### src/rtl/pacman_mover.sv
// Tile-grid actor mover: buffered turns, instant reversal, wall checks through a 1-cycle map RAM, tunnel wrap.
// An update takes at most 6 clk from frame_stb; a frame_stb arriving mid-update is dropped and flagged.
module pacman_mover #(
    parameter int MAP_COLS  = 32,
    parameter int MAP_ROWS  = 36,
    parameter int TILE_SIZE = 8,
    parameter int STEP      = 1,
    parameter int START_X   = 96,
    parameter int START_Y   = 64,
    parameter int TUNNEL_EN = 1,
    localparam int AW = $clog2(MAP_COLS*MAP_ROWS),
    localparam int XW = $clog2(MAP_COLS*TILE_SIZE),
    localparam int YW = $clog2(MAP_ROWS*TILE_SIZE)
) (
    input  logic          clk,
    input  logic          rst,
    input  logic          frame_stb,
    input  logic          BTNU,
    input  logic          BTND,
    input  logic          BTNL,
    input  logic          BTNR,
    output logic          map_rd_en,
    output logic [AW-1:0] map_addr,
    input  logic [1:0]    map_data,
    output logic [XW-1:0] x_pos,
    output logic [YW-1:0] y_pos,
    output logic [1:0]    dir,
    output logic          moving,
    output logic          busy,
    output logic          frame_overrun
);
    localparam int W      = AW + 1;
    localparam int TS_LOG = $clog2(TILE_SIZE);

    localparam logic [W-1:0]  LP_ONE   = W'(1);
    localparam logic [W-1:0]  LP_COLS  = W'(MAP_COLS);
    localparam logic [W-1:0]  LP_COLS2 = W'(2*MAP_COLS);
    localparam logic [W-1:0]  LP_ROWS  = W'(MAP_ROWS);
    localparam logic [W-1:0]  LP_ROWS2 = W'(2*MAP_ROWS);
    localparam logic [XW-1:0] X_LAST   = XW'(MAP_COLS*TILE_SIZE - STEP);
    localparam logic [XW-1:0] X_STEP   = XW'(STEP);
    localparam logic [YW-1:0] Y_STEP   = YW'(STEP);

    localparam logic [1:0] D_UP    = 2'd0;
    localparam logic [1:0] D_DOWN  = 2'd1;
    localparam logic [1:0] D_LEFT  = 2'd2;
    localparam logic [1:0] D_RIGHT = 2'd3;

    typedef enum logic [2:0] {
        S_IDLE, S_CHK_Q, S_WAIT_Q, S_CHK_C, S_WAIT_C, S_MOVE
    } state_t;

    state_t        r_state, w_state_nxt;
    logic [XW-1:0] r_x;
    logic [YW-1:0] r_y;
    logic [1:0]    r_dir, r_q_dir, w_btn_dir, w_chk_dir;
    logic          r_moving, r_q_vld, r_nord, r_overrun;
    logic          w_btn_any, w_aligned, w_rd, w_take_q, w_stop, w_step;
    logic [W-1:0]  w_col, w_row, w_col_ext, w_row_ext, w_ncol, w_nrow, w_addr_ext;
    logic          w_col_oor, w_row_oor, w_nord;
    logic          w_unused;

    assign w_btn_any = BTNU | BTND | BTNL | BTNR;

    always_comb begin
        w_btn_dir = D_RIGHT;
        if (BTNU)      w_btn_dir = D_UP;
        else if (BTND) w_btn_dir = D_DOWN;
        else if (BTNL) w_btn_dir = D_LEFT;
    end

    assign w_aligned = (r_x[TS_LOG-1:0] == '0) && (r_y[TS_LOG-1:0] == '0);
    assign w_chk_dir = (r_state == S_CHK_Q) ? r_q_dir : r_dir;
    assign w_col     = W'(r_x >> TS_LOG);
    assign w_row     = W'(r_y >> TS_LOG);

    // Neighbour coordinates are biased by one map size so -1 stays positive until the range check.
    always_comb begin
        w_col_ext = w_col + LP_COLS;
        w_row_ext = w_row + LP_ROWS;
        case (w_chk_dir)
            D_UP:    w_row_ext = w_row + LP_ROWS - LP_ONE;
            D_DOWN:  w_row_ext = w_row + LP_ROWS + LP_ONE;
            D_LEFT:  w_col_ext = w_col + LP_COLS - LP_ONE;
            default: w_col_ext = w_col + LP_COLS + LP_ONE;
        endcase
    end

    assign w_col_oor  = (w_col_ext < LP_COLS) || (w_col_ext >= LP_COLS2);
    assign w_row_oor  = (w_row_ext < LP_ROWS) || (w_row_ext >= LP_ROWS2);
    assign w_ncol     = (w_col_ext < LP_COLS)   ? (LP_COLS - LP_ONE) :
                        (w_col_ext >= LP_COLS2) ? '0 : (w_col_ext - LP_COLS);
    assign w_nrow     = w_row_ext - LP_ROWS;
    assign w_nord     = w_row_oor || (w_col_oor && (TUNNEL_EN == 0));
    assign w_addr_ext = w_nrow * LP_COLS + w_ncol;
    assign w_unused   = ^{map_data[1], w_addr_ext[AW]};

    always_comb begin
        w_state_nxt = r_state;
        w_rd        = 1'b0;
        w_take_q    = 1'b0;
        w_stop      = 1'b0;
        w_step      = 1'b0;
        case (r_state)
            S_IDLE: if (frame_stb) w_state_nxt = S_CHK_Q;
            S_CHK_Q: begin
                if (r_q_vld && r_moving && (r_q_dir == (r_dir ^ 2'b01))) begin
                    w_take_q    = 1'b1;
                    w_state_nxt = S_MOVE;
                end else if (r_q_vld && w_aligned && ((r_q_dir != r_dir) || !r_moving)) begin
                    w_rd        = !w_nord;
                    w_state_nxt = S_WAIT_Q;
                end else begin
                    w_state_nxt = S_CHK_C;
                end
            end
            S_WAIT_Q: begin
                if (!r_nord && !map_data[0]) begin
                    w_take_q    = 1'b1;
                    w_state_nxt = S_MOVE;
                end else begin
                    w_state_nxt = S_CHK_C;
                end
            end
            S_CHK_C: begin
                if (!r_moving) begin
                    w_state_nxt = S_IDLE;
                end else if (!w_aligned) begin
                    w_state_nxt = S_MOVE;
                end else begin
                    w_rd        = !w_nord;
                    w_state_nxt = S_WAIT_C;
                end
            end
            S_WAIT_C: begin
                if (r_nord || map_data[0]) begin
                    w_stop      = 1'b1;
                    w_state_nxt = S_IDLE;
                end else begin
                    w_state_nxt = S_MOVE;
                end
            end
            S_MOVE: begin
                w_step      = 1'b1;
                w_state_nxt = S_IDLE;
            end
            default: w_state_nxt = S_IDLE;
        endcase
    end

    always_ff @(posedge clk) begin
        if (rst) r_state <= S_IDLE;
        else     r_state <= w_state_nxt;
    end

    always_ff @(posedge clk) begin
        if (rst) begin
            r_x       <= XW'(START_X);
            r_y       <= YW'(START_Y);
            r_dir     <= D_LEFT;
            r_moving  <= 1'b0;
            r_q_vld   <= 1'b0;
            r_q_dir   <= D_LEFT;
            r_nord    <= 1'b0;
            r_overrun <= 1'b0;
        end else begin
            // Sampled every cycle so the WAIT states see the no-read verdict of the preceding CHK state.
            r_nord    <= w_nord;
            r_overrun <= frame_stb && (r_state != S_IDLE);
            if (w_take_q) begin
                r_dir    <= r_q_dir;
                r_moving <= 1'b1;
                r_q_vld  <= 1'b0;
            end
            if (w_btn_any) begin
                r_q_vld <= 1'b1;
                r_q_dir <= w_btn_dir;
            end
            if (w_stop) r_moving <= 1'b0;
            if (w_step) begin
                case (r_dir)
                    D_UP:    r_y <= r_y - Y_STEP;
                    D_DOWN:  r_y <= r_y + Y_STEP;
                    D_LEFT:  r_x <= ((TUNNEL_EN != 0) && (r_x == '0)) ? X_LAST : (r_x - X_STEP);
                    default: r_x <= ((TUNNEL_EN != 0) && (r_x == X_LAST)) ? '0 : (r_x + X_STEP);
                endcase
            end
        end
    end

    assign map_rd_en     = w_rd;
    assign map_addr      = w_addr_ext[AW-1:0];
    assign x_pos         = r_x;
    assign y_pos         = r_y;
    assign dir           = r_dir;
    assign moving        = r_moving;
    assign busy          = (r_state != S_IDLE);
    assign frame_overrun = r_overrun;
endmodule

### config.mk
export PLATFORM = sky130hd
export DESIGN_NAME = pacman_mover
export DESIGN_NICKNAME = d
export VERILOG_FILES = /design/src/rtl/pacman_mover.sv
export SDC_FILE = /design/constraint.sdc
export NUM_CORES = 1
export LEC_CHECK = 0
export CELL_PAD_IN_SITES_DETAIL_PLACEMENT = 1
export CELL_PAD_IN_SITES_GLOBAL_PLACEMENT = 1
export CORE_ASPECT_RATIO = 0.9
export CORE_MARGIN = 10
export CORE_UTILIZATION = 42
export CTS_BUF_LIST = sky130_fd_sc_hd__clkbuf_4 sky130_fd_sc_hd__clkbuf_8 sky130_fd_sc_hd__clkbuf_16
export DETAILED_ROUTE_END_ITERATION = 12
export GPL_ROUTABILITY_DRIVEN = 1
export MAX_ROUTING_LAYER = met4
export PLACE_DENSITY_LB_ADDON = 0.1
export REMOVE_ABC_BUFFERS = 1
export SLEW_MARGIN = 20
export SYNTH_ARGS = -nofsm -noshare
export SYNTH_HDL_FRONTEND = slang
export SYNTH_SLANG_ARGS = --single-unit
### constraint.sdc
create_clock -name clk -period 9.28 [get_ports clk]
set_input_delay 1.856 -clock clk [delete_from_list [all_inputs] [get_ports clk]]
set_output_delay 1.856 -clock clk [all_outputs]
set_load 0.03 [all_outputs]
-- Yosys cells after proc, flatten, opt, wreduce, memory -nomap -nowiden
Index checks and enable logic that the tools add are counted.
- add/subtract/negate cells: 13
- $lt $le $gt $ge: 4
- equality and inequality tests: 13
- muxes and demuxes: 33
- bitwise gates (word level): 5
- reduce and logical (&&, ||, !) cells: 28
- operators by type and width (kind ; count):
    $pmux 12 s2 ; 2
    $ge 12x7->1 const B ; 2
    $lt 12x6->1 const B ; 2
    $sub 12x1->12 const B ; 2
    $mux 11 ; 2
    $pmux 9 s2 ; 1
    $add 7x1->8 const B ; 2
    $mux 8 ; 2
    $pmux 8 s2 ; 1
    $mux 3 ; 5
    $pmux 3 s5 ; 1
    $mux 1 ; 14
    $add 11x11->11 ; 1
    $sub 11x6->11 const B ; 1
    $add 9x1->9 const B ; 1
    $logic_not 3->1 ; 3
    $sub 9x1->9 const B ; 1
    $add 8x1->8 const B ; 1
    $eq 8x8->1 const B ; 1
    $logic_not 8->1 ; 1
    $sub 8x1->8 const B ; 1
    $add 5x6->7 const B ; 1
    $add 6x6->7 const B ; 1
    $logic_and 1x1->1 ; 7
    20 further kinds ; 40
- register bits: 28
- bits of input ports: 9
- output and inout bits: 34
- word-level logic and storage cells: 105

-- Depth between registers and ports, before layout
- depth in word-level cells: 10
- mapped depth: 14
- gate-level depth less buffers: 12

-- Least setup slack after synthesis
Ideal clock, no wire load.
- path kind: register to output
- start point: reg r_y[5] (netlist: y_pos[5])
- end point: out map_rd_en
- arrival time: 2.713 ns
- data required time: 7.424 ns
- path slack: 4.711 ns
- cell stages (with the launch flop): 9
- path buffers: 0
- cells stage by stage: dfxtp_1 -> ha_1 -> xnor2_1 -> or2_2 -> or4_1 -> a221oi_2 -> nand3_1 -> o2bb2ai_1 -> and4_1
- longest elaborated chain between the ends: 9
- elaborated cells on any way between the ends: 13
- classes of those cells: 3 x add/sub; 2 x order compare; 6 x mux; 2 x reduce/logical
- ends and longest elaborated chain (what ; RTL line ; source):
    from (decl) ; 55 ; logic [YW-1:0] r_y;
    from (signal assigned) ; 159 ; r_y <= YW'(START_Y);
    from (signal assigned) ; 182 ; D_UP: r_y <= r_y - Y_STEP;
    from (signal assigned) ; 183 ; D_DOWN: r_y <= r_y + Y_STEP;
    $add 6x6->7 * ; 80, 82, 83 ;
    $sub 12x1->12 / $add 7x1->8 (equally long branches) ; 82, 83 ;
    $pmux 12 s2 * ; 81 ; case (w_chk_dir)
    $lt 12x6->1 / $ge 12x7->1 (equally long branches) ; 90 ; assign w_row_oor = (w_row_ext < LP_ROWS) || (w_row_ext >= LP_ROWS2);
    $logic_or 1x1->1 * ; 90 ;
    $logic_not 1->1 * ; 111, 131 ;
    $mux 1 (on tied branches) ; 128, 110 ;
    $mux 1 (on tied branches) ; 126, 107 ;
    $pmux 1 s2 * ; 104 ; case (r_state)
    to (decl) ; 22 ; output logic map_rd_en,
Every way passes the cells marked *; elsewhere a longest branch is shown, timed or not.

-- Worst setup path in the final report
- start point: reg r_state[2]
- end point: out map_rd_en
- longest elaborated chain between the ends: 10
- elaborated cells on any way between the ends: 15
- classes of those cells: 2 x order compare; 3 x eq/ne; 7 x mux; 3 x reduce/logical
- ends and longest elaborated chain (what ; RTL line ; source):
    from (decl) ; 53 ; state_t r_state, w_state_nxt;
    from (signal assigned) ; 153 ; else r_state <= w_state_nxt;
    $eq 3x1->1 ; 73, 104 ;
    $mux 2 ; 73 ; assign w_chk_dir = (r_state == S_CHK_Q) ? r_q_dir : r_dir;
    $eq 2x1->1 / $logic_not 2->1 (equally long branches) ; 81 ;
    $pmux 12 s2 ; 81 ;
    $lt 12x6->1 / $ge 12x7->1 (equally long branches) ; 90 ;
    $logic_or 1x1->1 ; 90 ;
    $logic_not 1->1 ; 111, 131 ;
    $mux 1 (on tied branches) ; 128, 110 ;
    $mux 1 (on tied branches) ; 126, 107 ;
    $pmux 1 s2 * ; 104 ;
Marks and branches as above.

==> run metrics <==
outcome=finished clean; net count of the finished layout=416; top achievable clock speed=0.164 GHz; Max H-tree Level=1; I/O Buffers=41; DRT antenna net count=0; Pins Over Slew Limit=0; hpwl dp=5.85 mm; largest net degree at the start of global routing=22; diode count=0; Critical Path End Type=output pin; Worst slew margin=0.439; Via density=5.80; Int Pwr=215 uW; number of antenna violations at the first check in global routing=0; Die ar.=9770 um^2; minimum clock period after layout=6100 ps; unrepaired setup endpoints after global routing=false; Sw Ratio=0.314; clock-pin slew on the worst setup and hold paths=100 ps; GRT overflow=0; P_sw=98.5 uW; Worst Skew=5.97 ps; Placer Congestion=0.844; first-pass GRT wire length=13.3 mm; largest area contributor in the synthesized netlist=dfxtp_1; fill count=766; Synth area leaders=dfxtp_1 (21%), ha_1 (11%), a21oi_1 (5.8%); Design Area, Final=3120 um^2; EDFF count, synth=0; max-cap violations=0; min-delay src=r_q_vld$_SDFFE_PP0P_; Least-Margin Pin Slew=842 ps; PwrDens=101 nW/um^2; Clk pwr share=0.319; Post-Syn Area=2610 um^2; Post-CTS Repair Setup Buffers=0; Final setup viols=0; CTS buffer count=3; clk root buf=clkbuf_8; worst setup path start=r_state[2]$_SDFFE_PP0P_; worst hold path type=reg2reg; VDD IR-drop max=0.0907 mV; area grow syn2layout=19.4%; drt drc=0; endpoints failing hold=0; post-synthesis cell count=354; Global Route Usage Sum=0.169; layout cells sized above 1=0.0419; Synth top area share=0.215; DRT Pass-1 Iters=4; clock sink count=28; most frequent cell after synthesis=nor2_1; Flop pwr share=0.407; Worst R2R Start=dir[0]$_SDFFE_PP0P_; initial drt markers=78; Setup CP Type=reg2out; crit path launch type=flop; total via count in the routed design=2,633; top_reg_cell synth=dfxtp_1; CP Data Arrival Time=4250 ps; crit-path max FO=16; asr flop ratio synth=0; hold buffer count at cts=0; DIE WIDTH=103 um; Clk Latency, worst-skew pair=280 ps; WL final=7.75 mm; per-cell routed wire length=17.1 um; period utilization=0.658; syn avg cell area=7.37 um^2; Netlist cell types=58; Synth Register Bits=28; CTS tree=done; FP Rows=27; vias in the first global route=2,685; CORE AREA=6080 um^2; CP required=7420 ps; Setup TNS Final=0 ps; commonest cells in the netlist=nor2_1 (40), a21oi_1 (30), nand2_1 (29); IO Pins=43; Leak=1.16 nW; Yosys warnings=0; clk buf depth=2; CTS resizes=0; Die H=94.8 um; DP Area=3040 um^2; combinational share of power=0.274; Initial Util=0.429; post-synthesis sequential area ratio=0.215
-- cells in the final DEF, fill, tap and decap left out, types with 4 or more instances in the layout --
| master | Yosys | routed |
|---|---|---|
| a31oi_1 | 6 | 6 |
| nand4_1 | 4 | 4 |
| or2_2 | 5 | 5 |
| xnor2_1 | 16 | 16 |
| nor4_1 | 4 | 4 |
| dfxtp_1 | 28 | 28 |
| mux2i_1 | 5 | 5 |
| nand3_1 | 10 | 10 |
| nor2_1 | 40 | 40 |
| inv_1 | 19 | 19 |
| nor2b_1 | 7 | 6 |
| a21o_1 | 7 | 7 |
| nand2_1 | 29 | 29 |
| o21ai_0 | 16 | 16 |
| a21oi_1 | 30 | 30 |
| clkdlybuf4s50_1 | 0 | 41 |
| ha_1 | 22 | 22 |
| a211oi_1 | 6 | 6 |
| or3_1 | 5 | 5 |
| and2_1 | 4 | 4 |
| nor3_1 | 12 | 12 |
| xor2_1 | 7 | 7 |
-- power groups by stage --
stage	Sequential [mW]	Combinational, mW	Clock (mW)
5_1_grt	0.129	0.0943	0.108
4_1_cts	0.128	0.0863	0.104
3_3_place_gp	0.130	0.0840	0
2_1_floorplan	0.130	0.0544	0
6_report	0.128	0.0859	0.100
3_5_place_dp	0.130	0.0859	0
-- routing by layer --
layer	vias to the layer above	wire (um)	GRT usage
met5	-	0	-
met4	0	0	0.0174
met3	0	241	0.0204
met2	37	3770	0.278
met1	1280	3730	0.224
li1	1316	-	-
-- worst max-delay path, stage by stage (launching register included) --
cell and delay, ps:
dfxtp_1 490, or3b_1 610, a21oi_1 740, o21ai_0 270, xnor2_1 320, inv_1 140, ha_1 260, o21ai_0 100
o2bb2ai_1 160, and4_1 210, clkdlybuf4s50_1 670
-- flip-flops by register name, indices dropped and copies added, names as in the netlist --
register,cells
moving,1
y_pos,9
r_q_dir,2
x_pos,8
r_state,3
r_nord,1
frame_overrun,1
r_q_vld,1
dir,2
-- stage by stage --
stage | hold WS (ps) | power, mW | std cells | worst slack [ps] | utilization
after floorplan | 474 | 0.185 | 336 | 4600 | -
after CTS | 527 | 0.318 | 454 | 3190 | 0.512
after global routing | 576 | 0.331 | 454 | 2810 | 0.512
after global placement | 500 | 0.214 | 450 | 3570 | 0.500
after detailed placement | 511 | 0.216 | 450 | 3520 | 0.500
final | 527 | 0.314 | 454 | 3180 | 0.512
-- cells by family (layout without fill, tap and decap cells) --
kind of cell	after synthesis	count (layout)	synth area share
fa+ha+maj	24	24	0.121
compound gates	94	94	0.233
buf+inv	39	65	0.0594
xor+xnor	23	23	0.0772
simple gates	139	139	0.269
mux	6	6	0.0235
flops	28	28	0.215
other cells	1	3	0.00144
-- worst paths after layout --
check	to	slack, ps	cells after the start
hold / removal	r_q_vld$_SDFFE_PP0P_	530	2
setup reg to reg	y_pos[8]$_SDFFE_PP0P_	5850	9
setup / recovery	map_rd_en	3180	10
hold reg to reg	r_q_vld$_SDFFE_PP0P_	530	2
-- area by class of cell --
cell class | instances | area (um^2) | share of cell area
clock buffer | 3 | 41.3 | 0.0133
multi-input combinational | 289 | 1900 | 0.611
sequential | 28 | 561 | 0.180
tap | 72 | 90.1 | 0.0289
timing repair buffer | 42 | 418 | 0.134
inverter | 19 | 71.3 | 0.0229
clock inverter | 1 | 30.0 | 0.00964
Power figures use the tool's default switching activity.
